### config.mk
export PLATFORM = sky130hd
export DESIGN_NAME = jtag_axi_tap_ctrl
export DESIGN_NICKNAME = d
export VERILOG_FILES = /design/src/rtl/jtag_axi_tap_ctrl.sv
export SDC_FILE = /design/constraint.sdc
export NUM_CORES = 1
export LEC_CHECK = 0
export CORE_MARGIN = 2
export CORE_UTILIZATION = 55
export DETAILED_ROUTE_END_ITERATION = 7
export GPL_TIMING_DRIVEN = 0
export PLACE_DENSITY = 0.89
export SLEW_MARGIN = 10
export SYNTH_ARGS = -nofsm -noshare
export SYNTH_HDL_FRONTEND = slang
export SYNTH_SLANG_ARGS = --single-unit
### constraint.sdc
create_clock -name tck -period 2.5 [get_ports tck]
set_input_delay 0.625 -clock tck [delete_from_list [all_inputs] [get_ports tck]]
set_output_delay 0.625 -clock tck [all_outputs]
set_load 0.1 [all_outputs]
### src/rtl/jtag_axi_tap_ctrl.sv
// IEEE 1149.1 TAP controller with IR, IDCODE/BYPASS DRs and user DR select decode.
// User DRs receive capture/shift/update strobes and a one-hot select; they hold no TAP state.
package jtag_axi_tap_ctrl_pkg;
  typedef enum logic [3:0] {
    TEST_LOGIC_RESET = 4'h0,
    RUN_TEST_IDLE    = 4'h1,
    SELECT_DR_SCAN   = 4'h2,
    CAPTURE_DR       = 4'h3,
    SHIFT_DR         = 4'h4,
    EXIT1_DR         = 4'h5,
    PAUSE_DR         = 4'h6,
    EXIT2_DR         = 4'h7,
    UPDATE_DR        = 4'h8,
    SELECT_IR_SCAN   = 4'h9,
    CAPTURE_IR       = 4'hA,
    SHIFT_IR         = 4'hB,
    EXIT1_IR         = 4'hC,
    PAUSE_IR         = 4'hD,
    EXIT2_IR         = 4'hE,
    UPDATE_IR        = 4'hF
  } tap_ctrl_fsm_t;
endpackage

module jtag_axi_tap_ctrl
  import jtag_axi_tap_ctrl_pkg::*;
#(
  parameter int unsigned          IR_WIDTH     = 4,
  parameter logic [31:0]          IDCODE_VAL   = 32'h1000_0001,
  parameter logic [IR_WIDTH-1:0]  IR_IDCODE    = 'h1,
  parameter logic [IR_WIDTH-1:0]  IR_BYPASS    = '1,
  parameter int unsigned          N_USER       = 2,
  parameter logic [IR_WIDTH-1:0]  USER_IR_BASE = 'h2
) (
  input  logic                tck,
  input  logic                trst,
  input  logic                tms,
  input  logic                tdi,
  output logic                tdo,
  output logic                tdo_en,
  output tap_ctrl_fsm_t       tap_state,
  output logic [IR_WIDTH-1:0] ir_o,
  output logic [N_USER-1:0]   user_sel,
  output logic                capture_dr,
  output logic                shift_dr,
  output logic                update_dr,
  input  logic [N_USER-1:0]   user_tdo
);

  tap_ctrl_fsm_t       state, state_nxt;
  logic [IR_WIDTH-1:0] ir_sr;
  logic [31:0]         idcode_sr;
  logic                bypass_ff;
  logic                is_bypass_op, sel_idcode, sel_bypass, user_tdo_mux;

  always_comb begin
    state_nxt = state;
    unique case (state)
      TEST_LOGIC_RESET: state_nxt = tms ? TEST_LOGIC_RESET : RUN_TEST_IDLE;
      RUN_TEST_IDLE:    state_nxt = tms ? SELECT_DR_SCAN   : RUN_TEST_IDLE;
      SELECT_DR_SCAN:   state_nxt = tms ? SELECT_IR_SCAN   : CAPTURE_DR;
      CAPTURE_DR:       state_nxt = tms ? EXIT1_DR         : SHIFT_DR;
      SHIFT_DR:         state_nxt = tms ? EXIT1_DR         : SHIFT_DR;
      EXIT1_DR:         state_nxt = tms ? UPDATE_DR        : PAUSE_DR;
      PAUSE_DR:         state_nxt = tms ? EXIT2_DR         : PAUSE_DR;
      EXIT2_DR:         state_nxt = tms ? UPDATE_DR        : SHIFT_DR;
      UPDATE_DR:        state_nxt = tms ? SELECT_DR_SCAN   : RUN_TEST_IDLE;
      SELECT_IR_SCAN:   state_nxt = tms ? TEST_LOGIC_RESET : CAPTURE_IR;
      CAPTURE_IR:       state_nxt = tms ? EXIT1_IR         : SHIFT_IR;
      SHIFT_IR:         state_nxt = tms ? EXIT1_IR         : SHIFT_IR;
      EXIT1_IR:         state_nxt = tms ? UPDATE_IR        : PAUSE_IR;
      PAUSE_IR:         state_nxt = tms ? EXIT2_IR         : PAUSE_IR;
      EXIT2_IR:         state_nxt = tms ? UPDATE_IR        : SHIFT_IR;
      UPDATE_IR:        state_nxt = tms ? SELECT_DR_SCAN   : RUN_TEST_IDLE;
      default:          state_nxt = TEST_LOGIC_RESET;
    endcase
  end

  always_ff @(posedge tck or posedge trst) begin
    if (trst) state <= TEST_LOGIC_RESET;
    else      state <= state_nxt;
  end

  // BYPASS opcode wins over any overlapping IDCODE/user opcode.
  always_comb begin
    is_bypass_op = (ir_o == IR_BYPASS);
    sel_idcode   = (ir_o == IR_IDCODE) && !is_bypass_op;
    user_sel     = '0;
    user_tdo_mux = 1'b0;
    for (int unsigned k = 0; k < N_USER; k++) begin
      if (!is_bypass_op && !sel_idcode &&
          ({1'b0, ir_o} == {1'b0, USER_IR_BASE} + (IR_WIDTH+1)'(k))) begin
        user_sel[k]  = 1'b1;
        user_tdo_mux = user_tdo[k];
      end
    end
    sel_bypass = !sel_idcode && (user_sel == '0);
  end

  always_ff @(posedge tck or posedge trst) begin
    if (trst) begin
      ir_sr     <= IR_WIDTH'(1);
      ir_o      <= IR_IDCODE;
      idcode_sr <= IDCODE_VAL;
      bypass_ff <= 1'b0;
    end else begin
      unique case (state)
        CAPTURE_IR: ir_sr <= IR_WIDTH'(1);
        SHIFT_IR:   ir_sr <= {tdi, ir_sr[IR_WIDTH-1:1]};
        CAPTURE_DR: begin
          if (sel_idcode) idcode_sr <= IDCODE_VAL;
          if (sel_bypass) bypass_ff <= 1'b0;
        end
        SHIFT_DR: begin
          if (sel_idcode) idcode_sr <= {tdi, idcode_sr[31:1]};
          if (sel_bypass) bypass_ff <= tdi;
        end
        default: ;
      endcase
      // Reload on entry to TEST_LOGIC_RESET so the five-tms=1 escape lands with IDCODE active.
      if (state_nxt == TEST_LOGIC_RESET) ir_o <= IR_IDCODE;
      else if (state == UPDATE_IR)       ir_o <= ir_sr;
    end
  end

  always_comb begin
    tdo = 1'b0;
    if (state == SHIFT_IR) tdo = ir_sr[0];
    else if (state == SHIFT_DR) begin
      if (sel_idcode)      tdo = idcode_sr[0];
      else if (sel_bypass) tdo = bypass_ff;
      else                 tdo = user_tdo_mux;
    end
  end

  assign tap_state  = state;
  assign tdo_en     = (state == SHIFT_DR) || (state == SHIFT_IR);
  assign capture_dr = (state == CAPTURE_DR);
  assign shift_dr   = (state == SHIFT_DR);
  assign update_dr  = (state == UPDATE_DR);

endmodule

Yosys cells after proc, flatten, opt, wreduce, memory -nomap -nowiden. Cells that the tools add are included.

Output and inout bits: 15. Input port bits: 6. Logic and storage cells: 77. Register bits after elaboration: 45.

Equal/unequal tests: 23. Multiplexer cells: 30. Reduce and logical (&&, ||, !) cells: 19.

Operators with widths (number): $mux 32 (2); $pmux 32 s2 (1); $pmux 4 s12 (1); $eq 4x4->1 const B (9); $mux 4 (6); $eq 4x2->1 const B (4); $eq 4x3->1 const B (4); $mux 1 (13); $eq 4x1->1 const B (2); $logic_not 4->1 (2); $ne 2x1->1 const B (4); $pmux 4 s2 (1); $mux 2 (3); $mux 3 (2); $reduce_and 3->1 (2); $reduce_bool 2->1 (3); $logic_and 1x1->1 (5); $reduce_or 2->1 (2); $reduce_or 3->1 (1); $logic_not 1->1 (2); $logic_not 2->1 (1); $pmux 1 s2 (1); $logic_or 1x1->1 (1).

Depth between registers and ports, before layout.
Depth in word-level cells: 13. Gate-level depth with buffers: 7. Depth with buffers taken out: 4.

Least setup slack after synthesis. No wires, ideal clock.

Path type: reg-to-output. From: reg state[3] (netlist: tap_state[3]). To: out tdo. Data required time: 1.875 ns. Setup slack: -1.951 ns. Data arrival time: 3.826 ns. Cell stages (with the launch flop): 5. Buffers on the path: 2. Cell sequence: dfrtp_1 -> buf_6 -> clkbuf_1 -> nand2_1 -> o32ai_1.

Word-level cells in the longest chain between the ends: 3. Elaborated cells between the ends (all ways): 4. Classes of those cells: eq/ne (2); mux (2).

Ends and longest elaborated chain: start, declared (RTL line 49) `tap_ctrl_fsm_t state, state_nxt;`; start signal, assigned (RTL line 80) `else state <= state_nxt;`; $eq 4x3->1 (RTL line 128) `else if (state == SHIFT_DR) begin`; $mux 1 (RTL line 128); $mux 1 (*) (RTL line 127) `if (state == SHIFT_IR) tdo = ir_sr[0];`; end, declared (RTL line 38) `output logic tdo,`.

Every way passes the cells marked *; elsewhere a longest branch is shown, timed or not.

Worst setup path after layout. Same ends and word-level chain as after synthesis.

==> flow_metrics.py <==
metrics = {
    "status": {
        "status": "finished with violations",
        "violations": "negative setup slack",
    },
    "synthesis": {
        "seq_area_frac_synth": 0.5657,
        "synth_top_area_cell": "dfrtp_1",
        "synth_nets": 180,
        "ys_ff_latch": 45,
        "synth_edf_count": 0,
        "synth_top_area_share": 0.5131,
        "yosysWarningCount": 0,
        "syn_area_mm2": 0.001999,
        "synth_flop_cell": "dfrtp_1",
        "ys_types": 39,
        "synth_area_leaders": "dfrtp_1 (51%), a22o_1 (13%), dfstp_2 (5.3%), buf_8 (3.0%), nand2_1 (2.6%)",
        "synthCells": 174,
        "avgSynthCellArea_um2": 11.49,
        "async_reset_ff_frac": 1.000,
    },
    "placed_design": {
        "io_buffers": 20,
        "place_ws_ps": -847.5,
        "gp_congestion": 0.7627,
        "hpwl_mm": 2.852,
    },
    "sta": {
        "rsz0062_at_grt": "true",
        "finalHoldViolations": 0,
        "fin_crit_ps": 2656,
        "hold_ws_ps": 441.7,
        "worst_pin_slew_ps": 984.3,
        "fin_ws_ps": -156.5,
        "relSlewSlack": 0.3464,
        "finalMaxSlewViolations": 0,
        "post-route-period-util": 1.063,
        "fmax_ghz": 0.3764,
        "setup_viol": 2,
        "finClkSkew_ps": 13.16,
    },
    "route": {
        "first_pass_iters": 4,
        "drtIter0Drc": 140,
        "postRouteAntennaNets": 0,
        "vias": 1499,
        "drc": 0,
        "wl_per_cell_um": 16.14,
        "wl_mm": 4.099,
        "viasPerCell": 5.902,
    },
    "clocking": {
        "cts_hold_buf": 0,
        "cts_buffer_depth": 2,
        "root_buffer": "clkbuf_4",
        "clk_pin_slew_ps": 140,
        "clk_latency_ps": 370,
        "h-tree-depth": 2,
        "cts_sinks": 45,
        "cts_made_buffers": 5,
        "cts_tree": "built",
    },
    "global_route": {
        "grt_pass1_wl_mm": 7.176,
        "grt_usage": 0.2305,
        "first_global_vias": 1447,
        "overflow": 0,
        "antenna_found_initial": 0,
        "grt_start_max_net_pins": 41,
    },
    "cells_and_area": {
        "mostFrequentLayoutCell": "dfrtp_1",
        "drive_above_1_share": 0.3029,
        "area_growth_pct": 26.41,
        "final_util": 0.7399,
        "n_antenna_cell": 0,
        "nFillCells": 224,
        "final_cell_mix": "dfrtp_1 (36), a22o_1 (30), nand2_1 (12)",
        "final_nets": 213,
    },
    "worst_setup_path": {
        "slowest_stage": "or4b_4",
        "path_buf_inv": 2,
        "crit_path_max_fanout": 5,
        "crit_path_cell_trace": "or4b_4 > inv_12 > o311ai_4 > o32ai_4 > buf_12",
        "worst_setup_path_start_kind": "flop",
        "crit_path_max_incr_delay_ps": 590,
        "worstSetupEndpointType": "output pin",
        "crit_type": "reg2out",
        "cp_top_family": "simple AND/OR/NAND/NOR gates",
        "required_ps": 1880,
        "arrival_ps": 2030,
    },
    "power_and_ir_drop": {
        "total_power_mw": 3.352,
        "p_leak_nw": 1.169,
        "netSwitchingFraction": 0.5111,
        "combPwrFrac": 0.578,
        "seqPwrFrac": 0.317,
        "clockPowerShare": 0.105,
        "p_int_mw": 1.639,
        "ir_drop_uv": 1118,
        "switchingPower_mw": 1.713,
        "p_per_area_mw_per_mm2": 1326,
    },
    "job": {
        "maxCapViolations": 0,
    },
    "floorplan": {
        "rows": 21,
        "die-height_um": 64.30,
        "coreArea_mm2": 0.003416,
        "die_x_um": 64.30,
        "start_util": 0.5853,
        "die_area_mm2": 0.004134,
        "ios": 21,
    },
    "worst_hold_path": {
        "hold_path_class": "in2async",
    },
}
final timing paths:
path                            cells past startpoint                        end  slack [ps]                     start
worst max-delay path                                5                        tdo        -160    tap_state[3]$_DFF_PP0_
worst min-delay path                                2   idcode_sr[1]$_DFFE_PP0P_         440                      trst
worst max register to register                      7   idcode_sr[1]$_DFFE_PP0P_         400    tap_state[3]$_DFF_PP0_
worst min register to register                      2   idcode_sr[0]$_DFFE_PP1P_         500  idcode_sr[0]$_DFFE_PP1P_
max in group asynchronous                           3  idcode_sr[28]$_DFFE_PP1P_        1570                      trst
min in group tck                                    2   idcode_sr[0]$_DFFE_PP1P_         500  idcode_sr[0]$_DFFE_PP1P_
routing by layer:
metal	track usage	up-vias	routed length [µm]
li1	-	712	-
met1	0.3009	748	1802
met2	0.3633	33	2065
met3	0.04930	6	150
met4	0.1170	0	81
met5	0	-	0
metrics by stage:
step / setup TNS (ps) / cell area [µm²] / cells
after floorplan: -415.7 / 2123 / 174
final: -183.4 / 2527 / 254
after CTS: -324.8 / 2486 / 252
after global placement: -3623 / 2381 / 240
after global routing: -294.4 / 2527 / 254
after detailed placement: -3210 / 2401 / 241
layout make-up:
class | instances | area, µm² | area share
buffer | 13 | 110.1 | 0.04356
clock buffer | 5 | 37.54 | 0.01485
clock inverter | 3 | 21.27 | 0.008416
inverter | 9 | 46.29 | 0.01832
multi-input combinational | 106 | 819.5 | 0.3243
sequential | 45 | 1147 | 0.4540
tap | 46 | 57.56 | 0.02277
timing repair buffer | 27 | 287.8 | 0.1139
flip-flops by register name (all words and copies together), names as in the netlist:
| signal | cells |
|---|---|
| ir_o | 4 |
| ir_sr | 4 |
| bypass_ff | 1 |
| tap_state | 4 |
| idcode_sr | 32 |
kinds of logic (layout without fill, tap and decap cells):
kind of cell,after synthesis,in the layout,share of synthesized area
XOR/XNOR,2,2,0.008763
flip-flops,45,45,0.5657
AND/OR/NAND/NOR,43,43,0.1089
buffers and inverters,23,57,0.07134
multiplexers,3,3,0.01502
AO/OA/AOI/OAI,58,58,0.2303
cells in the mapped netlist, types with 4 or more instances:
library cell / n
o21ai_0: 8
dfstp_2: 4
nand2_1: 14
inv_1: 8
a21oi_1: 5
clkbuf_1: 6
nor2_1: 11
a22o_1: 30
buf_8: 4
dfrtp_1: 41
repair_timing:
action	CTS	global route
endpoints found under the setup margin	15	7
buffers inserted	3	4
gates resized for setup	58	11
pin swaps	0	1
power by group through the flow:
stage	clock [mW]	sequential [mW]	combinational, mW
after floorplan	0	1.43	1.11
after global placement	0	1.05	1.79
after detailed placement	0	1.07	1.86
after CTS	0.361	1.05	1.89
after global routing	0.395	1.08	2.06
final	0.353	1.06	1.94
(Power assumes the default switching activity.)
